`src/rtl/sqrt_invsqrt_iter_core.sv`:
```
// sqrt_invsqrt_iter_core: iterative Goldschmidt engine computing sqrt or 1/sqrt of a Q1.(W-1) mantissa
// with valid/ready handshakes, back-to-back issue and a zero-operand exception path.
module sqrt_invsqrt_iter_core #(
    parameter int W      = 9,
    parameter int N_ITER = 6
) (
    input  logic         clk,
    input  logic         rst,
    input  logic         in_valid_i,
    output logic         in_ready_o,
    input  logic         mode_i,
    input  logic [W-1:0] s_i,
    output logic         out_valid_o,
    input  logic         out_ready_i,
    output logic [W-1:0] res_o,
    output logic         mode_o,
    output logic         err_o
);
    localparam int CW = $clog2(N_ITER + 1);
    localparam logic [W-1:0] C = {2'b11, {(W-2){1'b0}}};

    typedef enum logic [1:0] {IDLE, ITER, DONE} state_t;

    state_t        state_q, state_d;
    logic [CW-1:0] cnt_q, cnt_d;
    logic [W-1:0]  b_q, b_d, y_q, y_d, x_q, x_d, res_q, res_d;
    logic          mode_q, mode_d, z_q, z_d, ov_q, ov_d, mo_q, mo_d, err_q, err_d;
    logic [W-1:0]  y0, x0, bk, yk, xk;
    logic [2*W-1:0] p_s, p_x;
    logic [3*W-1:0] p_b;
    logic          accept;

    assign in_ready_o  = rst && (state_q == IDLE || (state_q == DONE && out_ready_i));
    assign accept      = in_valid_i && in_ready_o;
    assign out_valid_o = ov_q;
    assign res_o       = res_q;
    assign mode_o      = mo_q;
    assign err_o       = err_q;

    // Seed step on the incoming operand and one refinement step on the held state.
    always_comb begin
        y0  = C - (s_i >> 1);
        p_s = (2*W)'(s_i) * (2*W)'(y0);
        x0  = W'(p_s >> (W - 1));
        p_b = (3*W)'(b_q) * (3*W)'(y_q) * (3*W)'(y_q);
        bk  = W'(p_b >> (2*W - 2));
        yk  = C - (bk >> 1);
        p_x = (2*W)'(x_q) * (2*W)'(yk);
        xk  = W'(p_x >> (W - 1));
    end

    always_comb begin
        state_d = state_q;
        cnt_d   = cnt_q;
        b_d     = b_q;
        y_d     = y_q;
        x_d     = x_q;
        mode_d  = mode_q;
        z_d     = z_q;
        ov_d    = ov_q;
        res_d   = res_q;
        mo_d    = mo_q;
        err_d   = err_q;
        case (state_q)
            ITER: begin
                b_d   = bk;
                y_d   = yk;
                x_d   = xk;
                cnt_d = cnt_q + CW'(1);
                if (cnt_q == CW'(N_ITER - 1)) begin
                    state_d = DONE;
                    ov_d    = 1'b1;
                    res_d   = z_q ? {W{mode_q}} : xk;
                    mo_d    = mode_q;
                    err_d   = z_q && mode_q;
                end
            end
            DONE: begin
                if (out_ready_i) begin
                    state_d = IDLE;
                    ov_d    = 1'b0;
                end
            end
            default: ;
        endcase
        if (accept) begin
            state_d = ITER;
            cnt_d   = '0;
            b_d     = s_i;
            y_d     = y0;
            x_d     = mode_i ? y0 : x0;
            mode_d  = mode_i;
            z_d     = (s_i == '0);
        end
    end

    always_ff @(posedge clk) begin
        if (!rst) begin
            state_q <= IDLE;
            cnt_q   <= '0;
            b_q     <= '0;
            y_q     <= '0;
            x_q     <= '0;
            mode_q  <= 1'b0;
            z_q     <= 1'b0;
            ov_q    <= 1'b0;
            res_q   <= '0;
            mo_q    <= 1'b0;
            err_q   <= 1'b0;
        end else begin
            state_q <= state_d;
            cnt_q   <= cnt_d;
            b_q     <= b_d;
            y_q     <= y_d;
            x_q     <= x_d;
            mode_q  <= mode_d;
            z_q     <= z_d;
            ov_q    <= ov_d;
            res_q   <= res_d;
            mo_q    <= mo_d;
            err_q   <= err_d;
        end
    end
endmodule

```
`config.mk`:
```
export PLATFORM = sky130hd
export DESIGN_NAME = sqrt_invsqrt_iter_core
export DESIGN_NICKNAME = d
export VERILOG_FILES = /design/src/rtl/sqrt_invsqrt_iter_core.sv
export SDC_FILE = /design/constraint.sdc
export NUM_CORES = 1
export LEC_CHECK = 0
export ABC_AREA = 1
export CORE_MARGIN = 1.5
export CORE_UTILIZATION = 60
export CTS_CLUSTER_DIAMETER = 30
export CTS_CLUSTER_SIZE = 14
export DETAILED_ROUTE_END_ITERATION = 8
export GPL_ROUTABILITY_DRIVEN = 0
export MAX_ROUTING_LAYER = met4
export PLACE_DENSITY = 0.78
export SLEW_MARGIN = 0
export SYNTH_ARGS = -nofsm -noshare
export SYNTH_HDL_FRONTEND = slang
export SYNTH_SLANG_ARGS = --single-unit
export TNS_END_PERCENT = 5
```
`constraint.sdc`:
```
create_clock -name clk -period 14.2 [get_ports clk]
set_input_delay 3.55 -clock clk [delete_from_list [all_inputs] [get_ports clk]]
set_output_delay 3.55 -clock clk [all_outputs]
set_load 0.05 [all_outputs]
```
Word-level counts from Yosys, hierarchy flattened. Index checks and enable logic that the tools add are counted.

Flip-flop bits (word level): 46. Input bits: 14. Output and inout bits: 13.

Add/sub/neg operators: 3. Multiply operators: 4. Eq/ne operators: 7. Multiplexer cells: 15. Bitwise gates (word level): 1. Reduce and logical (&&, ||, !) cells: 14.

Operator list (number): $mux 9 (8); $mul 9x9->17 (2); $mul 18x9->25 (1); $mul 9x9->18 (1); $sub 9x8->9 const A (2); $logic_not 9->1 (1); $ne 3x3->1 const B (2); $reduce_and 3->1 (2); $logic_and 1x1->1 (4); $mux 2 (2); $ne 2x2->1 const B (2); $pmux 2 s2 (1); $reduce_bool 2->1 (2); $add 3x1->3 const B (1); $eq 3x3->1 const B (1); $mux 1 (3); $reduce_bool 3->1 (1); $eq 2x1->1 const B (1); $eq 2x2->1 const B (1); $logic_not 2->1 (1); $pmux 1 s2 (1); $reduce_and 2->1 (1); $reduce_or 2->1 (1); $logic_or 1x1->1 (1); $not 1->1 (1).

Logic depth before layout (Yosys ltp).
Word-level depth: 7. Mapped depth: 67. Mapped depth without buffers: 65.

Worst setup path before layout. No wires, ideal clock.

Path kind: reg-to-reg. Start point: reg y_q[3]. End point: reg res_q[5], in the netlist res_o[5]. Setup time: 0.134 ns. Data arrival time: 12.252 ns. Path slack: 1.815 ns. Cell stages (with the launch flop): 64. Buffers on the path: 3. Period minus slack after synthesis: 12.385 ns. Path through: dfxtp_1 clkbuf_1 clkbuf_1 nand2_1 fa_1 fa_1 inv_1 fa_1 inv_1 fa_1 inv_1 ha_1 nand2_1 inv_1 nand3_1 nand2_1 and3_1 a21oi_1 [... 28 more ...] inv_2 nand2_1 fa_1 fa_1 inv_1 fa_1 inv_1 fa_1 inv_1 ha_1 a21oi_1 o21ai_0 o21bai_1 nand2_1 nand2_1 or2_2 nand3_1 a21oi_1.

Longest elaborated chain between the ends: 5.

Ends and longest elaborated chain: start: declaration (RTL line 26) `logic [W-1:0] b_q, b_d, y_q, y_d, x_q, x_d, res_q, res_d;`; start signal: assignment (RTL line 114) `y_q <= y_d;`; $mul 9x9->18 (RTL line 45) `p_b = (3*W)'(b_q) * (3*W)'(y_q) * (3*W)'(y_q);`; $mul 18x9->25 (*) (RTL line 45); $sub 9x8->9 (*) (RTL line 47) `yk = C - (bk >> 1);`; $mul 9x9->17 (*) (RTL line 48) `p_x = (2*W)'(x_q) * (2*W)'(yk);`; $mux 9 (*) (RTL line 73) `res_d = z_q ? {W{mode_q}} : xk;`; end signal: assignment (RTL line 119) `res_q <= res_d;`; end: declaration (RTL line 26).

Mark *: on every way between the ends. The rest lies on a longest branch, timed or not. A chain may end at the register's enable or synchronous reset.

Worst setup path in the final report.
Start point: reg y_q[5]. End point: reg x_q[5].

Longest elaborated chain between the ends: 6.

Ends and longest elaborated chain: $mul 9x9->18 (RTL line 45); $mul 18x9->25 (*) (RTL line 45); $sub 9x8->9 (*) (RTL line 47); $mul 9x9->17 (*) (RTL line 48); $mux 9 (*) (RTL line 64) `case (state_q)`; $mux 9 (*) (RTL line 86) `if (accept) begin`; end signal: assignment (RTL line 103) `x_q <= '0;`; end signal: assignment (RTL line 115) `x_q <= x_d;`; end: declaration (RTL line 26).

Mark *: on every way between the ends. The rest lies on a longest branch, timed or not. The select of a mux whose other input is x is not followed.

==> impl_metrics.ini <==
[grt]
grt_pass1_vias = 13150
gr-total-overflow = 0
grt_pass1_wl_um = 61400
grt_max_degree = 33
gr-usage-all-layers_pct = 30.34
antenna_found_initial = 0

[finish]
drive_gt1_share_pct = 3.718
antenna_cells = 0
area_growth_pct = 4.396
fin_cells = 2341
nets = 2438

[logic_synthesis]
ys_types = 53
synth-seq-cells = 45
synth.most_common_cell = inv_1
synth_area_per_cell_um2 = 7.218
syn_area_um2 = 14690
synth.yosys.seq_area_share_pct = 6.133
ys_top_cells_by_area = fa_1 (35%), inv_1 (13%), ha_1 (13%)
synthArstFlopShare_pct = 0
synth.top_cell.area_share_pct = 34.89
synth_top_area_cell = fa_1
synthTopCellsByCount = inv_1 (510), nand2_1 (492), fa_1 (256)
yosysWarningCount = 0
synth_nets = 2457
synth_edf_count = 0
synth_ff_type = dfxtp_1
synthCells = 2035

[sta]
rsz0062_at_grt = no
worst_slew_pin_slew_ns = 0.8557
fmax_ghz = 0.07478
fin_crit_ns = 13.37
fin_tns_setup_ns = 0
finalHoldViolations = 0
drv_slew = 0
whs_ns = 0.4731
period_share_pct = 94.18
max_slew_margin_pct = 42.88
setup_viol = 0
clock_skew_ns = 0.01017

[min_path]
min_path_type = reg -> reg

[route]
via_count = 12620
drc = 0
wire_per_inst_um = 15.31
dr.pass1.iters = 6
ant_nets = 0
wl_um = 35850
drt_iter0_drc = 968
routed_via_density = 5.390

[die]
core_area_um2 = 24180
rows = 57
start_util_pct = 60.75
num_io_pins = 27
dieWidth_um = 159.5
dieHeight_um = 159.5
dieArea_um2 = 25430

[power]
finalPower_w = 0.001122
p_leak_nw = 8.716
power_density_nw_per_um2 = 73.19
vdd_drop_max_mv = 0.06852

[worst_setup_path]
cpMostUsedCell = inv_1
slowest_delay_ns = 0.87
worstSetupStartpointType = flip-flop
worstSetupPathType = reg -> reg
required_ns = 14.35
slowest_stage = dfxtp_1
critPathMaxFanout = 16
arrival_ns = 13.53
critPathCaptureType = flip-flop

[cts]
htreeDepth = 2
cts_tree = done
postCtsSetupRepairBufs = 0
cts_buffers = 5
cts_root_buf = clkbuf_16
worst_skew_pair.late_latency_ns = 0.28
cts_sinks = 45
clock_path_buffers = 2
path_clk_slew_ns = 0.06

[placement]
dp_hpwl_um = 30080
dp.cells = 2333
port_buffers = 26

[status]
outcome = complete, no violations

[job]
max_cap_violations = 0
kinds of logic (layout without fill, tap and decap cells):
group                    Yosys count  count (layout)  share of synthesized area (%)
AND/OR/NAND/NOR                  814             814                          23.18
AO/OA/AOI/OAI                    163             163                          6.355
adder cells (fa/ha/maj)          408             408                          47.84
flip-flops                        45              45                          6.133
XOR/XNOR                          24              24                          1.431
buffers and inverters            581             563                          15.06
layout make-up:
| cell class | count | area [um^2] |
|---|---|---|
| clock buffer | 5 | 125.1 |
| clock inverter | 3 | 43.79 |
| fill | 2128 | 8843 |
| inverter | 520 | 1952 |
| multi-input combinational | 1409 | 11570 |
| sequential | 45 | 904.6 |
| tap | 324 | 405.4 |
| timing repair buffer | 35 | 327.8 |
power by group:
| group | switching, W | leakage, nW | internal (W) |
|---|---|---|---|
| Combinational | 0.000519 | 8.26 | 0.000295 |
| Sequential | 0.0000390 | 0.368 | 0.000139 |
| Clock | 0.0000470 | 0.0842 | 0.0000832 |
| Total | 0.000605 | 8.72 | 0.000517 |
repair_timing:
item                       in CTS  in global routing
resized for setup               0                  3
hold buffers                    0                  0
setup endpoints to repair       0                  2
layout by cell type, fill, tap and decap left out, types with 10 or more instances in the layout:
master | Yosys | layout
a21oi_1 | 76 | 76
a31oi_1 | 25 | 25
clkdlybuf4s50_1 | 0 | 26
dfxtp_1 | 45 | 42
fa_1 | 256 | 256
ha_1 | 152 | 152
inv_1 | 510 | 510
nand2_1 | 492 | 492
nand2_2 | 17 | 17
nand3_1 | 69 | 69
nand4_1 | 12 | 12
nor2_1 | 173 | 173
o21ai_0 | 27 | 27
or2_2 | 10 | 10
xnor2_1 | 11 | 11
xor2_1 | 13 | 13
worst max-delay path: cells and delay by family, from the launching register on:
kind	cells	cell delay [ns]
compound gates	10	1.62
xor+xnor	1	0.15
fa+ha+maj	16	7.22
buf+inv	15	1.04
flops	1	0.87
simple gates	18	2.33
registers in the layout (all words and copies together), names as in the netlist:
register     cells
res_o            9
state_q          2
out_valid_o      1
b_q              9
err_o            1
y_q              8
mode_q           1
z_q              1
x_q              9
mode_o           1
cnt_q            3
metrics by stage:
step	setup WS [ns]	area [um^2]	util (%)
after floorplan	1.815	14690	-
after CTS	0.8785	15330	63.41
after detailed placement	0.8966	15160	62.71
after global routing	0.01184	15330	63.42
final	0.8268	15330	63.42
after global placement	1.205	15160	62.71
metal layers:
layer	track usage (%)	up-vias	routed length, um
met1	36.71	6005	14380
met3	3.152	116	2254
met2	52.14	499	17740
li1	-	5999	-
met4	11.96	0	1465
met5	-	-	0
worst paths after layout:
kind / startpoint / slack [ns] / endpoint / depth (start not counted)
worst max-delay path: y_q[5] / 0.83 / x_q[5] / 60
worst min-delay path: err_o / 0.47 / err_o / 2
worst max register to register: y_q[5] / 0.83 / x_q[5] / 60
worst min register to register: err_o / 0.47 / err_o / 2
Note: power is estimated with default switching activity, not from simulation.
